[config.mk]
export PLATFORM = sky130hd
export DESIGN_NAME = fifo_reader
export DESIGN_NICKNAME = d
export VERILOG_FILES = /design/src/rtl/fifo_reader_pkg.sv /design/src/rtl/fifo_reader_skid_buf2.sv /design/src/rtl/fifo_reader.sv
export SDC_FILE = /design/constraint.sdc
export NUM_CORES = 1
export LEC_CHECK = 0
export ABC_AREA = 1
export CAP_MARGIN = 40
export CORE_MARGIN = 1
export CORE_UTILIZATION = 51
export CTS_CLUSTER_DIAMETER = 40
export DETAILED_ROUTE_END_ITERATION = 7
export PLACE_DENSITY = 0.77
export SLEW_MARGIN = 15
export SYNTH_ARGS = -nofsm -noshare
export SYNTH_HDL_FRONTEND = slang
export SYNTH_HIERARCHICAL = 1
export SYNTH_SLANG_ARGS = --single-unit
[constraint.sdc]
create_clock -name clk -period 2.3 [get_ports clk]
set_input_delay 0.345 -clock clk [delete_from_list [all_inputs] [get_ports clk]]
set_output_delay 0.345 -clock clk [all_outputs]
set_load 0.01 [all_outputs]
[src/rtl/fifo_reader_pkg.sv]
// ---------------------------------------------------------------------------
// fifo_reader_pkg
// Shared definitions for the FIFO reader: buffer occupancy states, default
// widths, and the pop-permission helper used by the top level.
// ---------------------------------------------------------------------------
package fifo_reader_pkg;

    localparam int DEF_DATA_W = 8;
    localparam int DEF_CNT_W  = 16;

    // Occupancy of the 2-entry output buffer.
    typedef enum logic [1:0] {
        EMPTY = 2'd0,
        ONE   = 2'd1,
        TWO   = 2'd2
    } state_e;

    // The buffer has room for a new word unless it is full; when full, room
    // only appears if the head is leaving in the same cycle.
    function automatic logic has_room(input state_e state, input logic m_ready);
        return (state != TWO) || m_ready;
    endfunction

endpackage : fifo_reader_pkg

[src/rtl/fifo_reader_skid_buf2.sv]
// ---------------------------------------------------------------------------
// skid_buf2
// Two-entry output buffer (head + tail) with occupancy state machine.
//   clk, rstn  : clock, asynchronous active-low reset
//   flush      : empties the buffer at the next edge
//   push       : write push_data into the first free slot after any dequeue
//   push_data  : word to store
//   accept     : head word is consumed this cycle (valid & ready)
//   head       : current head word (output stream data)
//   state      : occupancy (EMPTY / ONE / TWO)
//   valid      : buffer holds at least one word
// ---------------------------------------------------------------------------
module skid_buf2
    import fifo_reader_pkg::*;
#(
    parameter int DATA_W = DEF_DATA_W
) (
    input  logic              clk,
    input  logic              rstn,
    input  logic              flush,
    input  logic              push,
    input  logic [DATA_W-1:0] push_data,
    input  logic              accept,
    output logic [DATA_W-1:0] head,
    output state_e            state,
    output logic              valid
);

    state_e            state_d, state_q;
    logic [DATA_W-1:0] head_d, head_q;
    logic [DATA_W-1:0] tail_d, tail_q;

    always_ff @(posedge clk or negedge rstn) begin
        if (!rstn) begin
            state_q <= EMPTY;
            head_q  <= '0;
            tail_q  <= '0;
        end else begin
            state_q <= state_d;
            head_q  <= head_d;
            tail_q  <= tail_d;
        end
    end

    always_comb begin
        state_d = state_q;
        head_d  = head_q;
        tail_d  = tail_q;
        unique case (state_q)
            EMPTY: begin
                if (push) begin
                    head_d  = push_data;
                    state_d = ONE;
                end
            end
            ONE: begin
                unique case ({push, accept})
                    2'b10: begin
                        tail_d  = push_data;
                        state_d = TWO;
                    end
                    // Head leaves while a new word arrives: new word becomes head.
                    2'b11: head_d = push_data;
                    2'b01: state_d = EMPTY;
                    default: state_d = ONE;
                endcase
            end
            TWO: begin
                if (accept) begin
                    head_d = tail_q;
                    if (push) begin
                        tail_d = push_data;
                    end else begin
                        state_d = ONE;
                    end
                end
            end
            default: state_d = EMPTY;
        endcase
        // Flush wins over any transition; stored words are simply abandoned.
        if (flush) begin
            state_d = EMPTY;
        end
    end

    assign head  = head_q;
    assign state = state_q;
    assign valid = (state_q != EMPTY);

endmodule : skid_buf2

[src/rtl/fifo_reader.sv]
// ---------------------------------------------------------------------------
// fifo_reader
// Pops a show-ahead FIFO into a 2-entry output buffer and presents the words
// as a valid/ready stream, counting delivered words.
//   clk, rstn   : clock, asynchronous active-low reset
//   en          : allow new pops (buffered words still drain when 0)
//   flush       : discard buffered words; no pop in this cycle
//   fifo_empty  : FIFO has no readable word
//   fifo_data   : FIFO head word (show-ahead)
//   fifo_rd_en  : combinational pop strobe
//   m_data      : output stream data
//   m_valid     : m_data is valid
//   m_ready     : downstream ready
//   rd_count    : words accepted downstream since reset (wraps)
//   busy        : buffer holds at least one word
// ---------------------------------------------------------------------------
module fifo_reader
    import fifo_reader_pkg::*;
#(
    parameter int DATA_W = DEF_DATA_W,
    parameter int CNT_W  = DEF_CNT_W
) (
    input  logic              clk,
    input  logic              rstn,
    input  logic              en,
    input  logic              flush,
    input  logic              fifo_empty,
    input  logic [DATA_W-1:0] fifo_data,
    output logic              fifo_rd_en,
    output logic [DATA_W-1:0] m_data,
    output logic              m_valid,
    input  logic              m_ready,
    output logic [CNT_W-1:0]  rd_count,
    output logic              busy
);

    state_e           buf_state;
    logic             buf_valid;
    logic             accept;
    logic [CNT_W-1:0] rd_count_d, rd_count_q;

    assign accept = buf_valid & m_ready;

    // rstn is part of the strobe so the FIFO is never popped while the
    // reader is held in reset, whatever the other inputs do.
    always_comb begin
        fifo_rd_en = rstn & en & ~fifo_empty & ~flush & has_room(buf_state, m_ready);
    end

    skid_buf2 #(
        .DATA_W (DATA_W)
    ) u_buf (
        .clk       (clk),
        .rstn      (rstn),
        .flush     (flush),
        .push      (fifo_rd_en),
        .push_data (fifo_data),
        .accept    (accept),
        .head      (m_data),
        .state     (buf_state),
        .valid     (buf_valid)
    );

    // Handshakes completing in a flush cycle are still counted.
    always_comb begin
        rd_count_d = rd_count_q;
        if (accept) begin
            rd_count_d = rd_count_q + {{(CNT_W-1){1'b0}}, 1'b1};
        end
    end

    always_ff @(posedge clk or negedge rstn) begin
        if (!rstn) begin
            rd_count_q <= '0;
        end else begin
            rd_count_q <= rd_count_d;
        end
    end

    assign m_valid  = buf_valid;
    assign busy     = buf_valid;
    assign rd_count = rd_count_q;

endmodule : fifo_reader

---- Word level (Yosys, flattened, before mapping) ----
Index checks and enable logic that the tools add are counted.
storage, ports and cells
  memories ................................ 0
  bits in latches ......................... 0
  bits in read-only memories .............. 0
  input port bits ......................... 14
  RAM bits ................................ 0
  word-level logic and storage cells ...... 48
  flip-flop bits (word level) ............. 34
cells by class
  $lt $le $gt $ge ......................... 0
  shift-type cells ........................ 0
  add/subtract/negate cells ............... 1
  bitwise logic cells ..................... 7
  multipliers ............................. 0
  reduce and logical (&&, ||, !) cells .... 8
  divide/modulo/power cells ............... 0
  muxes and demuxes ....................... 13
  eq/ne operators ......................... 15
operator list
  operator                                               count
  two-way mux 8 bit                                      5
  case mux 8 bit (3 select lines)                        1
  adder 16 x 1 -> 16 bit, second input constant          1
  case mux 8 bit (2 select lines)                        1
  case mux 2 bit (3 select lines)                        2
  AND reduction 4 bit                                    3
  two-way mux 2 bit                                      4
  inequality test 2 x 1 -> 1 bit, second input constant  4
  == test 2 bit, second input constant                   3
  inequality test 3 x 2 -> 1 bit, second input constant  2
  inequality test 3 bit, second input constant           2
  bitwise AND 1 bit                                      5
  == test 2 x 1 -> 1 bit, second input constant          2
  inequality test 2 bit, second input constant           2
  nonzero test 2 bit                                     2
  nonzero test 3 bit                                     1
  logical NOT 2 bit                                      1
  inverter 1 bit                                         2
  logical OR 1 bit                                       1

---- Depth between registers and ports, before layout ----
  word-level depth ........................ 8
  depth in mapped cells ................... 11
  mapped depth without buffers ............ 11

---- Hierarchy ----
The synthesis kept the hierarchy.
modules (own cells, without submodules)
  module       area each (um2)  times used  cells an instance  seq. area each (um2)
  skid_buf2    1,089.8          1           130                450.4
  fifo_reader  875.8            1           114                400.4

---- Worst setup path before layout ----
OpenSTA, ideal clock, no wires.
  path type ............................... reg2reg
  start ................................... register u_buf.state_q[1] (netlist: u_buf/state[1])
  end ..................................... register u_buf.head_q[0] (netlist: u_buf/head[0])
  data arrival time ....................... 2,226 ps
  stages on the path, launching flop included .. 9
  path slack .............................. -41 ps
  period minus slack after synthesis ...... 2,341 ps
  cells stage by stage .................... dfrtp_1 -> nor3b_1 -> nor4_1 -> ha_1 -> a21oi_2 -> nor2_8 -> inv_8 -> nand2_2 -> nand2_2
on the way
  word-level cells in the longest chain between the ends .. 6
  elaborated cells on any way between the ends .. 15
RTL lines
  what                             RTL line                     source
  start, declared                  fifo_reader_skid_buf2.sv:29  state_e state_d, state_q;
  start signal, assigned           fifo_reader_skid_buf2.sv:39  state_q <= state_d;
  inequality test 2 bit *          fifo_reader_pkg.sv:21        return (state != TWO) || m_ready;
  logical OR 1 bit *               fifo_reader_pkg.sv:21
  bitwise AND 1 bit *              fifo_reader.sv:47            fifo_rd_en = rstn & en & ~fifo_empty & ~flush & has_room(buf_state, m_ready);
  named net fifo_rd_en             fifo_reader.sv:29            output logic fifo_rd_en,
  == test 2 bit                    fifo_reader_skid_buf2.sv:57  unique case ({push, accept})
  inequality test 2 bit (no line)  -
  AND reduction 4 bit (no line) *  -
  end signal, assigned             fifo_reader_skid_buf2.sv:36  head_q <= '0;
  end signal, assigned             fifo_reader_skid_buf2.sv:40  head_q <= head_d;
  end, declared                    fifo_reader_skid_buf2.sv:30  logic [DATA_W-1:0] head_d, head_q;
The timed path passes the listed nets; every way through them passes the cells marked *.
A chain may end at the register's enable or synchronous reset.

---- Worst setup path in the final report ----
  start ................................... input rstn
  end ..................................... output fifo_rd_en
on the way
  word-level cells in the longest chain between the ends .. 4
RTL lines
  what                             RTL line           source
  start, declared                  fifo_reader.sv:24  input logic rstn,
  bitwise AND 1 bit (4 in series)  fifo_reader.sv:47
  end, declared                    fifo_reader.sv:29
Every way passes these cells.

==> run_results.csv <==
group,metric,value,unit
setup_path,ff2ff_path_depth,10,
finish,diodes,0,
clock_tree,htreeDepth,2,
power,leakagePower,1.23,nW
setup_path,cp_max_fo,2,
finish,drive_above_1_share,17.2,%
clock_tree,cts_setup_buffers,0,
global_route,overflow,0,
setup_path,slowest_stage,"clkdlybuf4s50_1",
clock_tree,clockBufferDepth,2,
logic_synthesis,yosysTopAreaCellShare,43.3,%
power,finalPower,0.00175,W
timing,fin_crit_sh,94.7,%
clock_tree,postCtsHoldBufs,0,
setup_path,rrSetupSlack,0.32,ns
floorplanning,ios,41,
detailed_routing,dr_total_vias,1640,
timing,final-setup-viol-count,0,
detailed_routing,dr.pass1.iters,4,
clock_tree,tritoncts,"built",
logic_synthesis,syn_area,1970,sq um
global_route,antenna_found_initial,0,
placement,dp_hpwl,2.77,mm
setup_path,crit_path_end_kind,"primary output",
timing,clock_skew,0.00293,ns
power,ir_drop,534,uV
clock_tree,cts_resized,0,
clock_tree,cts_buffers,5,
detailed_routing,avgViaCountPerCell,4.85,
setup_path,worst_path_most_repeated_cell,"clkdlybuf4s50_1",
floorplanning,fp.coreArea,3690,sq um
finish,fillers,338,
floorplanning,floorplan.initialDensity,53.3,%
timing,grt_setup_unrepaired,"no",
hold_path,min_to,"u_buf/head[7]$_DFFE_PN0P_",
hold_path,min_path_type,"register to register",
outcome,status,"finished, final reports clean",
hold_path,min_path_cells,2,
finish,area_delta_synth_final,27.1,%
timing,max_freq,459,MHz
setup_path,worst_ep_required_time,1.96,ns
setup_path,crit_buf_inv,2,
power,power_density,699,nW/um^2
detailed_routing,routedWlPerCell,10.9,um
timing,fin_crit,2.18,ns
setup_path,cp.depth,4,
setup_path,critPathTopFamily,"buffers and inverters",
clock_tree,clock_latency,0.28,ns
setup_path,cp.arrival,1.83,ns
setup_path,r2r-start,"u_buf/state[0]$_DFFE_PN0P_",
timing,maxSlewHeadroom,64.1,%
global_route,grt_pass1_vias,1452,
global_route,grt_usage,20.8,%
setup_path,start_kind,"primary input",
logic_synthesis,syn_nets,262,
clock_tree,path_clk_slew,0.06,ns
placement,port_buffers,40,
clock_tree,root_buffer,"clkbuf_8",
clock_tree,clock-sinks,34,
hold_path,holdCritStartpoint,"u_buf/head[7]$_DFFE_PN0P_",
timing,final_hold_viol_count,0,
finish,final_util,67.7,%
job,cap_violations,0,
logic_synthesis,synthCells,244,
logic_synthesis,syn_avg_cell_area,8.06,sq um
finish,fin_nets,309,
detailed_routing,ant_nets,0,
placement,place.gp.congestion,0.845,
floorplanning,die_x,64.1,um
setup_path,r2r-end,"u_buf/tail_q[1]$_DFFE_PN0P_",
logic_synthesis,ys.warnings.count,6,
timing,maxSlewViolCount,0,
detailed_routing,drt-total-wl,3.68,mm
logic_synthesis,ys_types,29,
timing,tightestPinTransition,0.537,ns
logic_synthesis,yosys-top-cells-area,"dfrtp_1 (43%), nand2_1 (13%), inv_1 (6.1%)",
floorplanning,fp.dieH,64.1,um
setup_path,slowest_delay,0.59,ns
logic_synthesis,ys_seq_area_share,43.3,%
global_route,grt_pass1_wl,6.44,mm
detailed_routing,drtIter0Drc,87,
global_route,grt_max_degree,35,
floorplanning,die_area,4110,sq um
setup_path,crit_type,"primary input to primary output",
logic_synthesis,yosysTopAreaCell,"dfrtp_1",
floorplanning,num_rows,22,
finish,layout_commonest_cell,"nand2_1",
setup_path,crit_chain,"clkdlybuf4s50_1, nand2_1, nor4_2, clkdlybuf4s50_1",
logic_synthesis,synth-seq-cells,34,
finish,layout_common_cells,"nand2_1 (68), clkdlybuf4s50_1 (40), dfrtp_1 (34)",
detailed_routing,drc,0,
==> logic make-up (layout without fill, tap and decap cells) <==
| kind of cell | Yosys count | count (layout) | share of synthesized area [%] |
|---|---|---|---|
| buffers and inverters | 40 | 86 | 9.42 |
| AO/OA/AOI/OAI | 20 | 20 | 7.51 |
| XOR/XNOR | 7 | 7 | 3.12 |
| flip-flops | 34 | 34 | 43.3 |
| adder cells (fa/ha/maj) | 4 | 4 | 2.55 |
| AND/OR/NAND/NOR | 139 | 139 | 34.1 |
==> flip-flops by register name (all words and copies together), names as in the netlist <==
register      cells
u_buf/state       2
u_buf/tail_q      8
rd_count         16
u_buf/head        8
==> through the flow <==
| stage | area [sq um] | setup slack, ns | hold slack [ns] | TNS, ns | cells |
|---|---|---|---|---|---|
| 2_1_floorplan | 1970 | 0.325 | 0.0494 | 0 | 244 |
| 3_3_place_gp | 2420 | 0.0536 | 0.470 | 0 | 332 |
| 3_5_place_dp | 2420 | -0.0120 | 0.474 | -0.0290 | 332 |
| 4_1_cts | 2500 | 0.103 | 0.488 | 0 | 338 |
| 5_1_grt | 2500 | 0.0474 | 0.506 | 0 | 338 |
| 6_report | 2500 | 0.121 | 0.485 | 0 | 338 |
==> how the worst max path moves through the flow <==
stage / slack [ns] / startpoint / endpoint
after floorplan: 0.32 / u_buf/state[1]$_DFFE_PN0P_ / u_buf/head[0]$_DFFE_PN0P_
after global placement: 0.05 / rstn / u_buf/head[7]$_DFFE_PN0P_
after detailed placement: -0.01 / rstn / u_buf/tail_q[2]$_DFFE_PN0P_
after CTS: 0.10 / rstn / fifo_rd_en
after global routing: 0.05 / rstn / fifo_rd_en
final: 0.12 / rstn / fifo_rd_en
==> cell type report <==
cell class	instances	area [sq um]	share of cell area (%)
Multi-Input combinational cell	170	936	37.5
Timing Repair Buffer	43	423	16.9
Tap cell	48	60.1	2.40
Inverter	37	146	5.86
Clock buffer	6	82.6	3.30
Sequential cell	34	851	34.1
==> cells in the mapped netlist (all sizes together) <==
| library cell | instances |
|---|---|
| nor3 | 3 |
| o21ai | 17 |
| nand3 | 15 |
| a21oi | 2 |
| and2 | 1 |
| o21bai | 1 |
| xnor2 | 3 |
| nor2 | 20 |
| inv | 37 |
| dfrtp | 34 |
| nor3b | 1 |
| buf | 3 |
| nand2 | 89 |
| ha | 4 |
| nor4 | 1 |
| nand4 | 9 |
| xor2 | 4 |
==> tightest hold or removal path: stages (launching register included) <==
cell and delay (ns):
dfrtp_1 0.35, nand2_2 0.06, nand2_2 0.04
==> power by group <==
part,leakage [nW],switching (W),total [W],internal [W]
Combinational,0.761,0.000244,0.000514,0.000270
Sequential,0.422,0.0000917,0.000811,0.000720
Clock,0.0431,0.000191,0.000422,0.000230
Total,1.23,0.000527,0.00175,0.00122
==> per-layer routing <==
layer  share of wire [%]  global-route usage (%)
met1                  48                    28.7
met2                  44                    31.3
met3                 5.9                    4.29
met4                 1.7                    9.38
met5                   0                       0
Note: power is estimated with default switching activity, not from simulation.
